$ cat config.mk
export PLATFORM = sky130hd
export DESIGN_NAME = pll_lock_sequencer
export DESIGN_NICKNAME = d
export VERILOG_FILES = /design/src/rtl/pll_lock_sequencer_pkg.sv /design/src/rtl/pll_lock_sequencer_sync_2ff.sv /design/src/rtl/pll_lock_sequencer.sv
export SDC_FILE = /design/constraint.sdc
export NUM_CORES = 1
export LEC_CHECK = 0
export CAP_MARGIN = 20
export CORE_MARGIN = 2
export CORE_UTILIZATION = 30
export DETAILED_ROUTE_END_ITERATION = 10
export PLACE_DENSITY = 0.49
export RECOVER_POWER = 25
export SYNTH_ARGS = -nofsm -noshare
export SYNTH_HDL_FRONTEND = slang
export SYNTH_HIERARCHICAL = 1
export SYNTH_SLANG_ARGS = --single-unit
$ cat constraint.sdc
create_clock -name clk_50 -period 4.9 [get_ports clk_50]
set_input_delay 0.98 -clock clk_50 [delete_from_list [all_inputs] [get_ports clk_50]]
set_output_delay 0.98 -clock clk_50 [all_outputs]
set_load 0.005 [all_outputs]
$ cat src/rtl/pll_lock_sequencer_pkg.sv
// Shared types and constants for the PLL lock / domain reset release sequencer.
package pll_seq_pkg;

    typedef enum logic [2:0] {
        RESET_PLL = 3'd0,
        WAIT_LOCK = 3'd1,
        STABLE    = 3'd2,
        RELEASE   = 3'd3,
        RUN       = 3'd4,
        FAIL      = 3'd5
    } state_t;

    localparam int unsigned DOM_SRAM        = 0;
    localparam int unsigned DOM_PIXEL       = 1;
    localparam int unsigned DOM_TMDS        = 2;
    localparam int unsigned NUM_DOM_DEFAULT = 3;

    function automatic int unsigned max_u(input int unsigned a, input int unsigned b);
        return (a > b) ? a : b;
    endfunction

endpackage

$ cat src/rtl/pll_lock_sequencer_sync_2ff.sv
// Single-bit two-flop synchronizer, synchronous active-high reset to 0.
module sync_2ff (
    input  logic clk,
    input  logic rst,
    input  logic d,
    output logic q
);
    logic meta;

    always_ff @(posedge clk) begin
        if (rst) begin
            meta <= 1'b0;
            q    <= 1'b0;
        end else begin
            meta <= d;
            q    <= meta;
        end
    end

endmodule

$ cat src/rtl/pll_lock_sequencer.sv
// PLL reset / lock qualification sequencer with staggered per-domain reset release.
module pll_lock_sequencer
    import pll_seq_pkg::*;
#(
    parameter int unsigned PLL_RST_CYCLES     = 16,
    parameter int unsigned LOCK_TIMEOUT       = 50000,
    parameter int unsigned LOCK_STABLE_CYCLES = 1024,
    parameter int unsigned STAGGER_CYCLES     = 64,
    parameter int unsigned MAX_RETRIES        = 7,
    parameter int unsigned NUM_DOM            = NUM_DOM_DEFAULT
) (
    input  logic               clk_50,
    input  logic               rst,
    input  logic               pll_lock,
    input  logic               restart_req,
    output logic               pll_rst,
    output logic [NUM_DOM-1:0] dom_rst,
    output logic               ready,
    output logic               fail,
    output logic [3:0]         retry_count,
    output logic [7:0]         loss_count,
    output logic [2:0]         state_dbg
);
    localparam int unsigned MAX_T = max_u(max_u(PLL_RST_CYCLES, LOCK_TIMEOUT),
                                          max_u(LOCK_STABLE_CYCLES, STAGGER_CYCLES));
    localparam int unsigned CW = $clog2(MAX_T) + 1;
    localparam int unsigned IW = (NUM_DOM > 1) ? $clog2(NUM_DOM) : 1;

    localparam logic [CW-1:0] RST_LAST     = CW'(PLL_RST_CYCLES - 1);
    localparam logic [CW-1:0] TIMEOUT_LAST = CW'(LOCK_TIMEOUT - 1);
    localparam logic [CW-1:0] STABLE_LAST  = CW'(LOCK_STABLE_CYCLES - 1);
    localparam logic [CW-1:0] STAGGER_LAST = CW'(STAGGER_CYCLES - 1);
    localparam logic [IW-1:0] IDX_LAST     = IW'(NUM_DOM - 1);

    state_t             state, state_n;
    logic [CW-1:0]      cnt, cnt_n;
    logic [IW-1:0]      idx, idx_n;
    logic [NUM_DOM-1:0] dom_rst_n;
    logic [3:0]         retry_n;
    logic [7:0]         loss_n;
    logic               pll_rst_n, ready_n, fail_n;
    logic               lock_s;

    sync_2ff u_lock_sync (
        .clk (clk_50),
        .rst (rst),
        .d   (pll_lock),
        .q   (lock_s)
    );

    always_comb begin
        state_n   = state;
        cnt_n     = cnt;
        idx_n     = idx;
        dom_rst_n = dom_rst;
        retry_n   = retry_count;
        loss_n    = loss_count;

        if (restart_req) begin
            state_n   = RESET_PLL;
            cnt_n     = '0;
            idx_n     = '0;
            retry_n   = '0;
            dom_rst_n = '1;
        end else if ((state == RELEASE || state == RUN) && !lock_s) begin
            state_n   = RESET_PLL;
            cnt_n     = '0;
            idx_n     = '0;
            dom_rst_n = '1;
            if (loss_count != 8'hFF) loss_n = loss_count + 8'd1;
        end else begin
            case (state)
                RESET_PLL: begin
                    dom_rst_n = '1;
                    if (cnt == RST_LAST) begin
                        state_n = WAIT_LOCK;
                        cnt_n   = '0;
                    end else begin
                        cnt_n = cnt + 1'b1;
                    end
                end
                WAIT_LOCK: begin
                    if (lock_s) begin
                        state_n = STABLE;
                        cnt_n   = '0;
                    end else if (cnt == TIMEOUT_LAST) begin
                        cnt_n = '0;
                        if (retry_count == 4'(MAX_RETRIES)) begin
                            state_n = FAIL;
                        end else begin
                            state_n = RESET_PLL;
                            if (retry_count != 4'hF) retry_n = retry_count + 4'd1;
                        end
                    end else begin
                        cnt_n = cnt + 1'b1;
                    end
                end
                STABLE: begin
                    if (!lock_s) begin
                        state_n = WAIT_LOCK;
                        cnt_n   = '0;
                    end else if (cnt == STABLE_LAST) begin
                        state_n = RELEASE;
                        cnt_n   = '0;
                        idx_n   = '0;
                    end else begin
                        cnt_n = cnt + 1'b1;
                    end
                end
                RELEASE: begin
                    if (cnt == STAGGER_LAST) begin
                        cnt_n = '0;
                        for (int unsigned i = 0; i < NUM_DOM; i++) begin
                            if (idx == IW'(i)) dom_rst_n[i] = 1'b0;
                        end
                        if (idx == IDX_LAST) state_n = RUN;
                        else                 idx_n   = idx + 1'b1;
                    end else begin
                        cnt_n = cnt + 1'b1;
                    end
                end
                RUN: begin
                end
                FAIL: begin
                    dom_rst_n = '1;
                end
                default: begin
                    state_n   = RESET_PLL;
                    cnt_n     = '0;
                    idx_n     = '0;
                    dom_rst_n = '1;
                end
            endcase
        end

        // Level outputs follow the next state so they change on the same edge as the state.
        pll_rst_n = (state_n == RESET_PLL) || (state_n == FAIL);
        ready_n   = (state_n == RUN);
        fail_n    = (state_n == FAIL);
        if (state_n == RUN) retry_n = '0;
    end

    always_ff @(posedge clk_50) begin
        if (rst) begin
            state       <= RESET_PLL;
            cnt         <= '0;
            idx         <= '0;
            pll_rst     <= 1'b1;
            dom_rst     <= '1;
            ready       <= 1'b0;
            fail        <= 1'b0;
            retry_count <= '0;
            loss_count  <= '0;
        end else begin
            state       <= state_n;
            cnt         <= cnt_n;
            idx         <= idx_n;
            pll_rst     <= pll_rst_n;
            dom_rst     <= dom_rst_n;
            ready       <= ready_n;
            fail        <= fail_n;
            retry_count <= retry_n;
            loss_count  <= loss_n;
        end
    end

    assign state_dbg = state;

endmodule

; ---- Yosys cells after proc, flatten, opt, wreduce, memory -nomap -nowiden
; Cells that the tools add are included.
[totals]
in_bits = 4
output_inout_bits = 21
ff_bits = 42
[op_classes]
addsub = 4
bitwise = 6
n_eq_ne = 23
n_reduce_logical = 18
n_mux = 28
[ops]
columns = cell, count
row1 = 17-bit two-way mux, 6
row2 = 17-bit case mux with 5 select lines, 1
row3 = 3-bit two-way mux, 11
row4 = 17-bit by 1-bit adder with 17-bit output (second input constant), 1
row5 = 17-bit by 10-bit equality test with 1-bit output (second input constant), 1
row6 = 17-bit by 16-bit equality test with 1-bit output (second input constant), 1
row7 = 17-bit by 4-bit equality test with 1-bit output (second input constant), 1
row8 = 17-bit by 6-bit equality test with 1-bit output (second input constant), 1
row9 = 3-bit case mux with 5 select lines, 1
row10 = 3-bit equality test (second input constant), 4
row11 = 3-bit AND reduction, 4
row12 = 2-bit by 1-bit inequality test with 1-bit output (second input constant), 5
row13 = 3-bit OR reduction, 3
row14 = 8-bit by 1-bit adder with 8-bit output (second input constant), 1
row15 = 2-bit two-way mux, 4
row16 = 8-bit inequality test (second input constant), 1
row17 = 3-bit by 2-bit equality test with 1-bit output (second input constant), 2
row18 = 3-bit logical NOT, 2
row19 = 1-bit NOT, 6
row20 = 2-bit case mux with 3 select lines, 1
row21 = 3-bit case mux with 2 select lines, 1
row22 = 6-bit AND reduction, 1
row23 = 5-bit AND reduction, 1
row24 = 4-bit by 1-bit adder with 4-bit output (second input constant), 1
row25 = 14 further kinds, 18

; ---- Logic depth before layout (Yosys ltp)
[depth]
depth_word = 9
ltp_mapped = 8

; ---- Cells and area by module
; The synthesis kept the hierarchy.
[modules_own_cells]
columns = module, n_inst, area_each_um2, cells_per_inst, seq_area_each_um2
row1 = pll_lock_sequencer, 1, 2296.0, 255, 800.8
row2 = sync_2ff, 1, 52.6, 4, 40.0

; ---- Worst setup path before layout
; Ideal clock, no wire load.
[synth_timing]
path_kind = input to register
startpoint = in restart_req
endpoint = reg cnt[16]
arrival_time_ns = 2.072
n_path_buf = 0
required_time_ns = 4.838
stages = 5
slack_ns = 2.766
path_cell_list = nor2_1 nand2_1 a41o_1 or4_1 nand3_1
[synth_between]
elab_chain_len = 1
[synth_rtl]
columns = element, line
row1 = start: declaration, pll_lock_sequencer.sv:15  ; input logic restart_req,
row2 = 3-bit OR reduction (no line), n/a
row3 = end signal: assignment, pll_lock_sequencer.sv:156  ; cnt <= cnt_n;
row4 = end: declaration, pll_lock_sequencer.sv:36  ; logic [CW-1:0] cnt, cnt_n;
; No other way between the ends.
; A chain may end at the register's enable or synchronous reset.

; ---- Final worst setup path
[layout_timing]
startpoint = in rst
endpoint = reg cnt[2]
[layout_between]
elab_chain_len = 1
[layout_rtl]
columns = element, line
row1 = start: declaration, pll_lock_sequencer.sv:13  ; input logic rst,
row2 = 3-bit OR reduction (no line), n/a
; No other way between the ends.

==> run metrics <==
mean area per synthesized cell about 9 um2; Critical Path Sink Type flop; Via Count slightly below 2,000; highest-count cells in the layout ignoring fill and taps sky130_fd_sc_hd__dfxtp_1, sky130_fd_sc_hd__nor2_1, sky130_fd_sc_hd__nand2_1; most common cell after layout, fill and taps aside sky130_fd_sc_hd__dfxtp_1; leftover overflow at the end of global routing 0; clk sinks between 40 and 50; number of buffers inserted to repair setup after CTS 0; vias in the first global route approximately 1,800; final worst slack about 1900 ps; Setup crit start kind primary input; # nets final just under 300; Clock Power Share 0.393; detailed-routing iteration count for the pre-antenna-repair pass 5; power share of the sequential group 0.575; Max Fclk 0.337 GHz; signed area change from the synthesized netlist to the final layout 15.9%; final-report setup violation count 0; antenna violations before repair 0; H-tree depth 2; quantity of hold-fixing buffers added after cts 0; proportion of register bits with asynchronous set or reset after synthesis 0; post-synthesis sequential area ratio 0.358; Reg2Reg Depth 6; max-slew violation total from the final report 0; worst-path maximum fanout 15; number of enable flip-flop cells after synthesis 0; Worst Hold Endpoint u_lock_sync/q; Worst Tran Pin Value around 1000 ps; area of the die around 0.0086 mm2; number of buffers created by CTS 5; Reg clk slew, reported paths around 80 ps; Total Neg Setup Slack 0 ps; number of buffers on the longest clock path 2; CTS tree yes; power per cell area 220 mW/mm2; Wirelength per Cell between 10 and 15 um; most used flip-flop cell after synthesis sky130_fd_sc_hd__dfxtp_1; arrival time of data at the critical path endpoint 3190 ps; ratio of cells with drive above 1 in the final layout 0.103; number of cells upsized or downsized after cts 0; die height just over 90 um; number of vias per cell after detailed routing 5.09; worst setup slack for register-to-register paths 2220 ps; post-route DRC violation count 0; Hold WC Path Type flop to flop; count of yosys warnings during synthesis 6; port bufs 24; kind of critical path primary input to flop; post-synthesis cell count roughly 260; worst-case clock skew 6.89 ps; fraction of the cycle the final worst path needs 0.605; overall routing resource usage 0.132; num rows 32; Int Pwr 0.463 mW; antenna-violating nets left 0; final-report hold violation count 0; worst hold slack approximately 450 ps; Clk Tree Root Cell sky130_fd_sc_hd__clkbuf_8; Logic pwr share 0.031; HPWL after DPL roughly 3900 um; Post-Place Worst Slack 1640 ps; data required time of the worst path 5130 ps; final estimated routing congestion in global placement 0.791; number of cells on the worst hold path 1; leakage power a little under 1 nW; switching component of the power roughly 0.14 mW; num ports 25; number of DRC markers in iteration 0 91; Seq cells post-synth 42; worst IR drop on VDD ~0.11 mV; overall die width 92.5 um; distinct cell type count after synthesis between 60 and 70; Antenna diodes 0; Switching Share 0.226; drt total wl 5380 um; status finished, final reports clean; final critical-path required period 2970 ps; core area around 0.0076 mm2; relative slew slack 0.301; r2r endpoint loss_count[5]; worst hold start u_lock_sync/meta; source-to-sink clock delay at the later pin of the worst-skew pair 300 ps; MaxCap Viol Count 0; pin count of the biggest net entering global routing 16; Post-Synthesis Net Count 269; RSZ-0062 raised after global routing false; initial cell density of the core 0.307; fillcell total just under 800; source of the worst register-to-register timing path state_dbg[2]; Cell Area, Synth roughly 0.0023 mm2; global-route wire length before repair between 8000 and 9000 um
-- state kept, by name (all words and copies together) (netlist names), 2 cells and up --
name and cells:
retry_count 4, loss_count 8, state_dbg 3, dom_rst 3
idx 2, cnt 17
-- synthesized netlist by cell type (all sizes together), types with 3 or more instances --
library cell | count | area (um2)
a21o | 5 | 37.5
a21oi | 4 | 20.0
a22o | 6 | 52.6
a2bb2oi | 3 | 26.3
a31oi | 3 | 18.8
and2 | 4 | 25.0
and3 | 7 | 43.8
buf | 5 | 52.6
clkbuf | 4 | 15.0
dfxtp | 42 | 841
ha | 6 | 75.1
inv | 11 | 41.3
mux2i | 3 | 30.0
nand2 | 25 | 96.4
nand3 | 16 | 80.1
nand4 | 12 | 111
nor2 | 27 | 101
nor2b | 5 | 31.3
nor3 | 6 | 40.0
nor3b | 4 | 50.1
o21ai | 11 | 70.1
o22ai | 3 | 18.8
o311ai | 3 | 26.3
or3 | 3 | 23.8
or4 | 3 | 22.5
xor2 | 10 | 87.6
-- critical path, stage by stage --
cell	delay (ps)
sky130_fd_sc_hd__dlygate4sd3_1	720
sky130_fd_sc_hd__nor2_1	220
sky130_fd_sc_hd__nand2_1	230
sky130_fd_sc_hd__a41oi_2	700
sky130_fd_sc_hd__a21oi_1	150
sky130_fd_sc_hd__mux2i_1	170
-- metrics by stage --
| step | cell area [um2] | power, mW | cells | utilization |
|---|---|---|---|---|
| final | 2720 | 0.598 | 384 | 0.356 |
| after CTS | 2740 | 0.610 | 384 | 0.358 |
| after global placement | 2650 | 0.372 | 376 | 0.346 |
| after floorplan | 2350 | 0.366 | 259 | - |
| after global routing | 2720 | 0.626 | 384 | 0.356 |
| after detailed placement | 2650 | 0.371 | 376 | 0.346 |
-- final cells by class --
type                    count  area, um2  area share
flip-flops and latches     42        841       0.309
well taps                 102        128      0.0469
multi-input cells         197       1380       0.507
repair buffers             24        240      0.0882
inverters                  11       41.3      0.0152
clock inverters             1       5.00     0.00184
clock buffers               7       86.3      0.0317
-- how the worst max path moves through the flow --
stage / startpoint / to / slack, ps / depth (start not counted)
CTS: rst / cnt[2] / 1960 / 6
floorplan: restart_req / cnt[16] / 2770 / 5
global route: rst / cnt[2] / 1750 / 6
finish: rst / cnt[2] / 1930 / 6
detailed placement: rst / cnt[2] / 1640 / 6
global placement: rst / cnt[16] / 1680 / 6
-- per-layer routing --
| metal | track usage | part of all wire | vias to the layer above |
|---|---|---|---|
| met1 | 0.186 | 0.51 | 909 |
| met2 | 0.195 | 0.44 | 49 |
| met4 | 0.0522 | 0.018 | 0 |
| met5 | 0 | 0 | - |
| met3 | 0.0269 | 0.037 | 11 |
| li1 | - | - | 986 |
-- kinds of logic after synthesis --
logic type                 Yosys count  synth area share
muxes                                4            0.0176
and+or+nand+nor                    122             0.315
buffers and inverters               20            0.0463
AOI/OAI and AO/OA                   53             0.186
DFF                                 42             0.358
xor gates and xnor gates            12            0.0448
adders and majority gates            6            0.0320
-- power by group through the flow --
| stage | Clock [mW] | Combinational [mW] | Sequential (mW) |
|---|---|---|---|
| after floorplan | 0 | 0.0150 | 0.351 |
| after global placement | 0 | 0.0193 | 0.352 |
| after detailed placement | 0 | 0.0191 | 0.352 |
| after CTS | 0.247 | 0.0192 | 0.344 |
| after global routing | 0.260 | 0.0210 | 0.345 |
| final | 0.235 | 0.0188 | 0.344 |
(Power assumes the default switching activity.)
